`src/rtl/ascon_pkg.sv`:
```
// Shared Ascon definitions: state layout, round constants and linear-layer rotations.
package ascon_pkg;

    localparam int ASCON_STATE_W    = 320;
    localparam int ASCON_LANE_W     = 64;
    localparam int ASCON_MAX_ROUNDS = 12;

    localparam int ROT_X0_A = 19;
    localparam int ROT_X0_B = 28;
    localparam int ROT_X1_A = 61;
    localparam int ROT_X1_B = 39;
    localparam int ROT_X2_A = 1;
    localparam int ROT_X2_B = 6;
    localparam int ROT_X3_A = 10;
    localparam int ROT_X3_B = 17;
    localparam int ROT_X4_A = 7;
    localparam int ROT_X4_B = 41;

    typedef logic [ASCON_LANE_W-1:0] lane_t;

    // x0 occupies the most significant lane, matching S[319:256]
    typedef struct packed {
        lane_t x0;
        lane_t x1;
        lane_t x2;
        lane_t x3;
        lane_t x4;
    } ascon_state_t;

    function automatic logic [7:0] rc(input logic [3:0] j);
        return {4'(4'd15 - j), j};
    endfunction

    function automatic lane_t ror(input lane_t x, input int n);
        return (x >> n) | (x << (ASCON_LANE_W - n));
    endfunction

endpackage

```
`src/rtl/ascon_permutation_if.sv`:
```
// Load/result bundle between an Ascon mode FSM (master) and the permutation core (slave).
interface ascon_permutation_if;
    import ascon_pkg::*;

    logic [ASCON_STATE_W-1:0] S;
    logic [4:0]               rounds;
    logic                     start;
    logic [ASCON_STATE_W-1:0] out;
    logic                     done;
    logic [4:0]               ctr;

    modport master (output S, rounds, start, input out, done, ctr);
    modport slave  (input S, rounds, start, output out, done, ctr);

endinterface

```
`src/rtl/ascon_round_counter.sv`:
```
// Round sequencer: latches the round count, steps ctr, flags completion and reloads.
// ASCON_PERM_TRACE_EN additionally exposes busy for the trace display.
module ascon_round_counter
    import ascon_pkg::*;
#(
    parameter int MAX_ROUNDS = ASCON_MAX_ROUNDS
) (
    input  logic       clk,
    input  logic       reset,
    input  logic       start,
    input  logic [4:0] rounds,
`ifdef ASCON_PERM_TRACE_EN
    output logic       busy,
`endif
    output logic [4:0] ctr,
    output logic       done,
    output logic       load,
    output logic       step,
    output logic [3:0] rc_idx
);

    logic       busy_q, busy_d;
    logic [4:0] ctr_q, ctr_d;
    logic [4:0] r_q, r_d;
    logic [4:0] r_sat;
    logic [4:0] j_full;

    always_comb begin
        r_sat  = (rounds == 5'd0 || rounds > 5'(MAX_ROUNDS)) ? 5'(MAX_ROUNDS) : rounds;
        done   = busy_q && (ctr_q == r_q);
        // A start seen on the done cycle reloads without an idle bubble
        load   = start && (!busy_q || done);
        step   = busy_q && !done;
        j_full = 5'(MAX_ROUNDS) - r_q + ctr_q;
        rc_idx = j_full[3:0];

        busy_d = busy_q;
        ctr_d  = ctr_q;
        r_d    = r_q;
        if (load) begin
            busy_d = 1'b1;
            ctr_d  = 5'd0;
            r_d    = r_sat;
        end else if (step) begin
            ctr_d  = ctr_q + 5'd1;
        end else if (done) begin
            busy_d = 1'b0;
            ctr_d  = 5'd0;
        end
    end

    always_ff @(posedge clk or negedge reset) begin
        if (!reset) begin
            busy_q <= 1'b0;
            ctr_q  <= 5'd0;
            r_q    <= 5'd0;
        end else begin
            busy_q <= busy_d;
            ctr_q  <= ctr_d;
            r_q    <= r_d;
        end
    end

    assign ctr = ctr_q;
`ifdef ASCON_PERM_TRACE_EN
    assign busy = busy_q;
`endif

endmodule

```
`src/rtl/ascon_permutation.sv`:
```
// Iterative Ascon-p core: one round per clock, 1..12 rounds per invocation.
// Define ASCON_PERM_TRACE_EN for a per-edge simulation trace.
module ascon_permutation
    import ascon_pkg::*;
#(
    parameter int MAX_ROUNDS = ASCON_MAX_ROUNDS,
    parameter int W          = ASCON_LANE_W
) (
    input  logic                clk,
    input  logic                reset,
    ascon_permutation_if.slave  bus
);

    function automatic ascon_state_t ascon_round(input ascon_state_t s, input logic [3:0] j);
        lane_t x0, x1, x2, x3, x4;
        lane_t t0, t1, t2, t3, t4;
        ascon_state_t r;
        x0 = s.x0; x1 = s.x1; x2 = s.x2; x3 = s.x3; x4 = s.x4;
        x2 = x2 ^ {56'b0, rc(j)};
        x0 = x0 ^ x4; x4 = x4 ^ x3; x2 = x2 ^ x1;
        t0 = ~x0 & x1; t1 = ~x1 & x2; t2 = ~x2 & x3; t3 = ~x3 & x4; t4 = ~x4 & x0;
        x0 = x0 ^ t1; x1 = x1 ^ t2; x2 = x2 ^ t3; x3 = x3 ^ t4; x4 = x4 ^ t0;
        x1 = x1 ^ x0; x0 = x0 ^ x4; x3 = x3 ^ x2; x2 = ~x2;
        r.x0 = x0 ^ ror(x0, ROT_X0_A) ^ ror(x0, ROT_X0_B);
        r.x1 = x1 ^ ror(x1, ROT_X1_A) ^ ror(x1, ROT_X1_B);
        r.x2 = x2 ^ ror(x2, ROT_X2_A) ^ ror(x2, ROT_X2_B);
        r.x3 = x3 ^ ror(x3, ROT_X3_A) ^ ror(x3, ROT_X3_B);
        r.x4 = x4 ^ ror(x4, ROT_X4_A) ^ ror(x4, ROT_X4_B);
        return r;
    endfunction

    logic [5*W-1:0] out_q, out_d;
    logic [4:0]     ctr;
    logic           done, load, step;
    logic [3:0]     rc_idx;
`ifdef ASCON_PERM_TRACE_EN
    logic           busy;
`endif

    ascon_round_counter #(.MAX_ROUNDS(MAX_ROUNDS)) u_ctr (
        .clk    (clk),
        .reset  (reset),
        .start  (bus.start),
        .rounds (bus.rounds),
`ifdef ASCON_PERM_TRACE_EN
        .busy   (busy),
`endif
        .ctr    (ctr),
        .done   (done),
        .load   (load),
        .step   (step),
        .rc_idx (rc_idx)
    );

    always_comb begin
        out_d = out_q;
        if (load)
            out_d = bus.S;
        else if (step)
            out_d = ascon_round(ascon_state_t'(out_q), rc_idx);
    end

    always_ff @(posedge clk or negedge reset) begin
        if (!reset) out_q <= '0;
        else        out_q <= out_d;
    end

    assign bus.out  = out_q;
    assign bus.done = done;
    assign bus.ctr  = ctr;

`ifdef ASCON_PERM_TRACE_EN
    always @(posedge clk)
        $display("ascon_perm ctr=%h busy=%b done=%b start=%b out=%h",
                 ctr, busy, done, bus.start, out_q);
`endif

endmodule

```
`src/flat_wrapper.sv`:
```
// flat-port wrapper written by rule: the top's interface ports become plain ports
module ascon_permutation_flat import ascon_pkg::*;
#(
    parameter int MAX_ROUNDS = ASCON_MAX_ROUNDS,
    parameter int W          = ASCON_LANE_W
)
  (clk, reset, bus_S, bus_rounds, bus_start, bus_out, bus_done, bus_ctr);
  ascon_permutation_if bus_i ();
  input  logic clk;
  input  logic reset;
  input wire logic [$bits(bus_i.S)-1:0] bus_S;
  input wire logic [$bits(bus_i.rounds)-1:0] bus_rounds;
  input wire logic [$bits(bus_i.start)-1:0] bus_start;
  output wire logic [$bits(bus_i.out)-1:0] bus_out;
  output wire logic [$bits(bus_i.done)-1:0] bus_done;
  output wire logic [$bits(bus_i.ctr)-1:0] bus_ctr;
  assign bus_i.S = bus_S;
  assign bus_i.rounds = bus_rounds;
  assign bus_i.start = bus_start;
  assign bus_out = bus_i.out;
  assign bus_done = bus_i.done;
  assign bus_ctr = bus_i.ctr;
  ascon_permutation #(.MAX_ROUNDS(MAX_ROUNDS), .W(W)) u_core (.clk(clk), .reset(reset), .bus(bus_i));
endmodule
```
`config.mk`:
```
export PLATFORM = sky130hd
export DESIGN_NAME = ascon_permutation_flat
export DESIGN_NICKNAME = d
export VERILOG_FILES = /design/src/rtl/ascon_pkg.sv /design/src/rtl/ascon_permutation_if.sv /design/src/rtl/ascon_round_counter.sv /design/src/rtl/ascon_permutation.sv /design/src/flat_wrapper.sv
export SDC_FILE = /design/constraint.sdc
export NUM_CORES = 2
export LEC_CHECK = 0
export BUFFER_PORTS_ARGS = -buffer_cell sky130_fd_sc_hd__buf_4
export CORE_AREA = 2 2 342 276
export CTS_BUF_LIST = sky130_fd_sc_hd__clkbuf_4
export DETAILED_ROUTE_END_ITERATION = 6
export DIE_AREA = 0 0 344 278
export GPL_TIMING_DRIVEN = 0
export PLACE_DENSITY = 0.63
export SETUP_SLACK_MARGIN = 0.1
export SYNTH_ARGS = -nofsm -noshare
export SYNTH_HDL_FRONTEND = slang
export SYNTH_HIERARCHICAL = 1
export SYNTH_SLANG_ARGS = --single-unit
```
`constraint.sdc`:
```
create_clock -name clk -period 8.65 [get_ports clk]
set_input_delay 0.865 -clock clk [delete_from_list [all_inputs] [get_ports clk]]
set_output_delay 0.865 -clock clk [all_outputs]
set_load 0.005 [all_outputs]
```
* After elaboration in Yosys (flattened, before gate mapping)
Index checks and enable logic that the tools add are counted.
** Cells by class
- Add/subtract/negate cells :: 4
- Multipliers :: 0
- Divide/modulo/power cells :: 0
- $lt $le $gt $ge :: 1
- Equality and inequality tests :: 2
- Shift-type cells :: 0
- Mux-type cells :: 9
- Bitwise logic cells :: 43
- Reduce and logical (&&, ||, !) cells :: 12
** Operators with widths (count)
- 64-bit bitwise XOR :: 21
- 320-bit 2-to-1 mux :: 2
- 64-bit NOT :: 6
- 64-bit bitwise AND :: 5
- 23-bit by 64-bit bitwise OR with 64-bit output :: 1
- 25-bit by 64-bit bitwise OR with 64-bit output :: 1
- 3-bit by 64-bit bitwise OR with 64-bit output :: 1
- 36-bit by 64-bit bitwise OR with 64-bit output :: 1
- 45-bit by 64-bit bitwise OR with 64-bit output :: 1
- 47-bit by 64-bit bitwise OR with 64-bit output :: 1
- 54-bit by 64-bit bitwise OR with 64-bit output :: 1
- 57-bit by 64-bit bitwise OR with 64-bit output :: 1
- 58-bit by 64-bit bitwise OR with 64-bit output :: 1
- 63-bit by 64-bit bitwise OR with 64-bit output :: 1
- 64-bit by 8-bit bitwise XOR with 64-bit output :: 1
- 5-bit 2-to-1 mux :: 4
- 4-bit subtractor, first input constant :: 2
- 5-bit by 1-bit adder with 5-bit output, second input constant :: 1
- 5-bit equality test :: 1
- 5-bit by 4-bit greater-than comparator with 1-bit output, second input constant :: 1
- 5-bit logical NOT :: 1
- 4-bit adder :: 1
- 2-bit nonzero test :: 2
- 1-bit logical AND :: 3
- other kinds (6) :: 10
** Storage, ports and cells
- Flip-flop bits (word level) :: 331
- Bits in latches :: 0
- Bits in writable memories :: 0
- ROM bits :: 0
- Input bits :: 328
- Output and inout port bits :: 326
- Memories :: 0

* Depth between registers and ports, before layout
- Word-level depth :: 14
- Gate-level depth with buffers :: 14
- Depth with buffers taken out :: 14

* By module
Netlist, hierarchy kept.
** Modules (own cells, without submodules)
- ascon_permutation :: times used 1, cells each 3225, area an instance 32174.6 µm², sequential area each 8007.7 µm²
- ascon_round_counter :: times used 1, cells each 74, area an instance 735.7 µm², sequential area each 275.3 µm²

* Worst setup path after synthesis
No wires, ideal clock.
- Path kind :: reg2reg
- Start :: register u_core.u_ctr.ctr_q[1], in the netlist u_core/u_ctr/ctr[1]
- End :: register u_core.out_q[118], in the netlist u_core/bus.out[118]
- Library setup time :: 83 ps
- Arrival time :: 3322 ps
- Path slack :: 5245 ps
- Cell stages (with the launch flop) :: 12
- Buffers on the path :: 0
- Clock period less this slack :: 3405 ps
- Cells stage by stage :: dfrtp_1 > ha_1 > ha_1 > fa_1 > xor2_1 > xnor2_1 > xnor2_1 > ha_1 > xnor2_1 > xor2_1 > xnor3_1 > o21ai_0
** Between the ends
- Cells in the longest elaborated chain, start to end :: 10
- Elaborated cells on any way between the ends :: 17
- Classes of those cells :: 2 x add/sub; 1 x eq/ne; 2 x mux; 6 x bitwise; 6 x reduce/logical
** RTL lines
- start: declaration :: RTL line ascon_round_counter.sv:23 : logic [4:0] ctr_q, ctr_d;
- start signal: assignment :: RTL line ascon_round_counter.sv:59 : ctr_q <= ctr_d;
- 4-bit adder :: RTL line ascon_round_counter.sv:34 : j_full = 5'(MAX_ROUNDS) - r_q + ctr_q;
- named net u_core.rc_idx[3] :: RTL line ascon_permutation.sv:35 : logic [3:0] rc_idx;
- 4-bit subtractor :: RTL line ascon_pkg.sv:31 : return {4'(4'd15 - j), j};
- 64-bit by 8-bit bitwise XOR with 64-bit output :: RTL line ascon_permutation.sv:19 : x2 = x2 ^ {56'b0, rc(j)};
- 64-bit bitwise XOR :: RTL line ascon_permutation.sv:20 : x0 = x0 ^ x4; x4 = x4 ^ x3; x2 = x2 ^ x1;
- 64-bit bitwise XOR :: RTL line ascon_permutation.sv:22 : x0 = x0 ^ t1; x1 = x1 ^ t2; x2 = x2 ^ t3; x3 = x3 ^ t4; x4 = x4 ^ t0;
- 64-bit bitwise XOR :: RTL line ascon_permutation.sv:23 : x1 = x1 ^ x0; x0 = x0 ^ x4; x3 = x3 ^ x2; x2 = ~x2;
- 47-bit by 64-bit bitwise OR with 64-bit output :: RTL line ascon_pkg.sv:35 : return (x >> n) | (x << (ASCON_LANE_W - n));
- 64-bit bitwise XOR :: RTL line ascon_permutation.sv:27 : r.x3 = x3 ^ ror(x3, ROT_X3_A) ^ ror(x3, ROT_X3_B);
- 320-bit 2-to-1 mux :: RTL line ascon_permutation.sv:59 : else if (step)
- 320-bit 2-to-1 mux :: RTL line ascon_permutation.sv:57 : if (load)
- end signal: assignment :: RTL line ascon_permutation.sv:65 : else out_q <= out_d;
- end: declaration :: RTL line ascon_permutation.sv:32 : logic [5*W-1:0] out_q, out_d;
The timed path passes the listed nets, and every way through them passes these cells. The select of a mux whose other input is x is not followed.
A chain may end at the register's enable or synchronous reset.

* Final worst setup path
- Start :: register u_core.u_ctr.ctr_q[0], in the netlist u_core/u_ctr/ctr[0]
- End :: register u_core.out_q[229], in the netlist u_core/bus.out[229]
** Between the ends
- Cells in the longest elaborated chain, start to end :: 5
- Elaborated cells on any way between the ends :: 8
- Classes of those cells :: 1 x eq/ne; 1 x mux; 6 x reduce/logical
** RTL lines
- 5-bit equality test * :: RTL line ascon_round_counter.sv:30 : done = busy_q && (ctr_q == r_q);
- 1-bit logical AND * :: RTL line ascon_round_counter.sv:30
- 1-bit logical OR * :: RTL line ascon_round_counter.sv:32 : load = start && (!busy_q || done);
- 1-bit logical AND * :: RTL line ascon_round_counter.sv:32
- named net u_core.load :: RTL line ascon_permutation.sv:34 : logic done, load, step;
- 320-bit 2-to-1 mux or 2-bit nonzero test (tied branches)
Mark *: on every way through the listed nets, which the timed path passes. The rest lies on a longest branch.

==> key figures <==
Status
  – Outcome: finished with violations
  – Violated checks: max-capacitance violations, max-slew violations

Job
  – Reported max-cap violation count: 18

Layout
  – Area of all placed cells without fillers: 40900 sq um
  – Area of the multi-input gates: 23400 sq um
  – Storage element area: 8280 sq um
  – Number of cells in the finished layout apart from fillers: 5376
  – Synth-to-layout area growth: 24.3%
  – Fraction of final layout cells with drive strength greater than 1: 22.5%
  – Filler Cells Inserted: 9151
  – Fin nets: 4526

Timing
  – Unrepaired setup endpoints after global routing: false
  – Period utilisation layout: 68.9%
  – Number of endpoints with negative hold slack in the final report: 0
  – Actual transition at the worst max-transition pin: 1.64 ns
  – Timing-limited maximum frequency: 168 MHz
  – Sum of negative setup slack: 0 ns
  – Finish-stage setup viols: 0
  – Headroom to the max-slew limit: -10.0%
  – Setup skew after layout: 0.0888 ns
  – Clock period minus final worst setup slack: 5.96 ns
  – Fin. max-slew vios: 104

Yosys
  – Library cell with the highest instance count after synthesis: sky130_fd_sc_hd__xnor2_1
  – Share of the synthesized area in the top cell type: 25.2%
  – Number of synthesized flops with an enable pin: 0
  – Synth Register Bits: 331
  – Syn nets: 3761
  – Most frequent cells after synthesis: sky130_fd_sc_hd__xnor2_1 (377), sky130_fd_sc_hd__dfrtp_1 (331), sky130_fd_sc_hd__xnor3_1 (246), sky130_fd_sc_hd__nor3_1 (234), sky130_fd_sc_hd__nand2_1 (224)
  – Area contributors post-synth: sky130_fd_sc_hd__dfrtp_1 (25%), sky130_fd_sc_hd__xnor3_1 (17%), sky130_fd_sc_hd__xnor2_1 (10%)
  – Yosys warnings: 6
  – Combined area of all synthesized cells: 32900 sq um
  – Cell variety after synth: 62
  – Synthesized area divided by synthesized cell count: 9.98 sq um
  – Area leader, netlist: sky130_fd_sc_hd__dfrtp_1
  – Synth Instances: 3299
  – Sequential-to-total area share from yosys stat: 25.2%
  – Asr flop ratio synth: 100%
  – Most frequently used flop master after synthesis: sky130_fd_sc_hd__dfrtp_1

Floorplanning
  – Die height: 278 um
  – FP Rows: 100
  – Horiz. Die Dim: 344 um
  – Number of primary I/O pins: 654
  – Initial core utilization: 35.6%
  – Total Die Area: 95600 sq um
  – Std-Cell Core Area: 92300 sq um

Placement
  – Port bufs: 653
  – Gp weighted congestion: 1.13
  – Post-detail-place hpwl: 175000 um
  – Placed standard-cell area: 39500 sq um
  – Cell total after placement: 5182

Worst setup path
  – Kind of capture point of the worst setup path: flip-flop
  – CP cell instances: inv_1 > ha_1 > nand3_1 > o41ai_4 > clkbuf_1 > buf_16 > clkbuf_1 > clkbuf_1 > clkbuf_1 > a21oi_1 > nand3b_1
  – Crit path required time: 9.51 ns
  – CP top delay family: buffers and inverters
  – Critical path arrival: 6.82 ns
  – CP Launch Type: flip-flop
  – Startpoint of the worst setup timing path: u_core/u_ctr/ctr[0]
  – Highest-delay cell along the critical path: sky130_fd_sc_hd__clkbuf_1
  – Critical setup path kind: flip-flop to flip-flop
  – Buf/Inv on CP: 6
  – CP max FO: 10
  – Worst flop-to-flop path startpoint: u_core/u_ctr/ctr[0]
  – Cell occurring most often along the worst timing path: sky130_fd_sc_hd__clkbuf_1
  – Slowest stage delay, CP: 0.87 ns

Clocking
  – CTS Root Cell: sky130_fd_sc_hd__clkbuf_4
  – Clock sink total: 331
  – Clock latency on the worst-skew pair: 1.00 ns
  – Post-CTS Setup Bufs: 0
  – Count of H-tree levels built during CTS: 3
  – Number of clock buffers inserted by TritonCTS: 103
  – CTS tree: built
  – Maximum number of buffers from clock root to sink: 3
  – Clock input transition at the sequential cells of the worst setup and hold paths: 0.07 ns

Route
  – Number of DRC markers in iteration 0: 5177
  – Post-DR vias/cell: 6.17
  – Number of design rule violations left after detail routing: 0
  – Total via count after detailed routing: 33100
  – Initial DRT Pass Iterations: 6
  – Final antenna-violating net count: 0
  – Wire length per cell: 39.3 um
  – Detailed-route wire length: 211000 um

Hold path
  – Critical hold path startpoint: bus_S[161]
  – Min-Delay Path Class: input port to flip-flop

Global routing
  – Gr usage total: 43.0%
  – Pin count of the biggest net entering global routing: 103
  – Wire length of the first global-routing pass: 274000 um
  – Vias in the first global route: 30600
  – Total global routing overflow: 0
  – Initial antenna violation count: 20
cell type report:
cell class	instances	share of cell area, %
Clock inverter	35	0.471
Clock buffer	150	2.75
Multi-Input combinational cell	2624	57.2
Timing Repair Buffer	660	12.3
Tap cell	1224	3.74
Inverter	202	1.85
Buffer	142	1.33
Sequential cell	331	20.3
Antenna cell	8	0.0490
per-layer routing:
metal	vias up	wire, um	global-route usage [%]
li1	13400	-	-
met1	16500	80400	56.0
met2	2627	87100	61.0
met3	569	30700	17.0
met4	22	13000	21.9
met5	-	173	0.864
registers in the layout (all words and copies together) (netlist names):
name / cells
u_core/u_ctr/r_q: 5
u_core/bus.out: 320
u_core/u_ctr/ctr: 5
u_core/u_ctr/busy_q: 1
kinds of logic (layout without fill, tap and decap cells):
family	after synthesis	in the layout	share of synthesized area, %
adders and majority gates	197	197	7.03
xor gates and xnor gates	831	831	34.6
other	0	8	0
buffers and inverters	344	1189	3.95
DFF	331	331	25.2
and+or+nand+nor	879	879	13.8
AOI/OAI and AO/OA	646	646	13.3
muxes	71	71	2.17
per-stage QoR:
stage | hold WS [ns] | setup slack (ns) | util (%)
final | 0.0730 | 2.69 | 44.3
after global routing | 0.0851 | 2.99 | 44.3
after CTS | 0.0235 | 3.01 | 44.2
after detailed placement | 0.512 | 3.03 | 42.8
after global placement | 0.502 | 2.67 | 42.6
after floorplan | 0.486 | 5.25 | -
final timing paths:
| check | cells after the start | to | slack [ns] |
|---|---|---|---|
| setup / recovery | 11 | u_core/bus.out[229] | 2.69 |
| hold / removal | 3 | u_core/bus.out[161] | 0.07 |
| setup reg to reg | 11 | u_core/bus.out[229] | 2.69 |
| hold reg to reg | 1 | u_core/u_ctr/r_q[2] | 0.53 |
| max in group asynchronous | 3 | u_core/bus.out[301] | 7.12 |
| min in group asynchronous | 2 | u_core/u_ctr/r_q[3] | 0.40 |
timing repair:
action / 4_1_cts / 5_1_grt
hold buffers: 1 / 0
resized for setup: 0 / 0
endpoints found under the hold margin: 51 / 0
setup endpoints to repair: 0 / 0
placed cells by master, fill, tap and decap left out, types with 41 or more instances in the layout:
cell and count:
sky130_fd_sc_hd__a21oi_1 187, sky130_fd_sc_hd__a221o_1 121, sky130_fd_sc_hd__buf_4 654, sky130_fd_sc_hd__clkbuf_1 111, sky130_fd_sc_hd__clkbuf_4 150, sky130_fd_sc_hd__dfrtp_1 331, sky130_fd_sc_hd__ha_1 133, sky130_fd_sc_hd__inv_1 202
sky130_fd_sc_hd__maj3_1 63, sky130_fd_sc_hd__mux2i_1 70, sky130_fd_sc_hd__nand2_1 224, sky130_fd_sc_hd__nand3_1 74, sky130_fd_sc_hd__nand3b_1 41, sky130_fd_sc_hd__nor2_1 79, sky130_fd_sc_hd__nor3_1 230, sky130_fd_sc_hd__nor3b_1 66
sky130_fd_sc_hd__o211ai_1 43, sky130_fd_sc_hd__o21ai_0 159, sky130_fd_sc_hd__or2_2 53, sky130_fd_sc_hd__xnor2_1 371, sky130_fd_sc_hd__xnor3_1 246, sky130_fd_sc_hd__xor2_1 154, sky130_fd_sc_hd__xor3_1 42
worst min-delay path, stage by stage:
cell and delay (ns):
sky130_fd_sc_hd__buf_4 0.07, sky130_fd_sc_hd__nand2_1 0.04, sky130_fd_sc_hd__o21ai_0 0.06
Power is not shown: default switching activity piles up to over one toggle a cycle in this logic, so the estimate is an artifact.
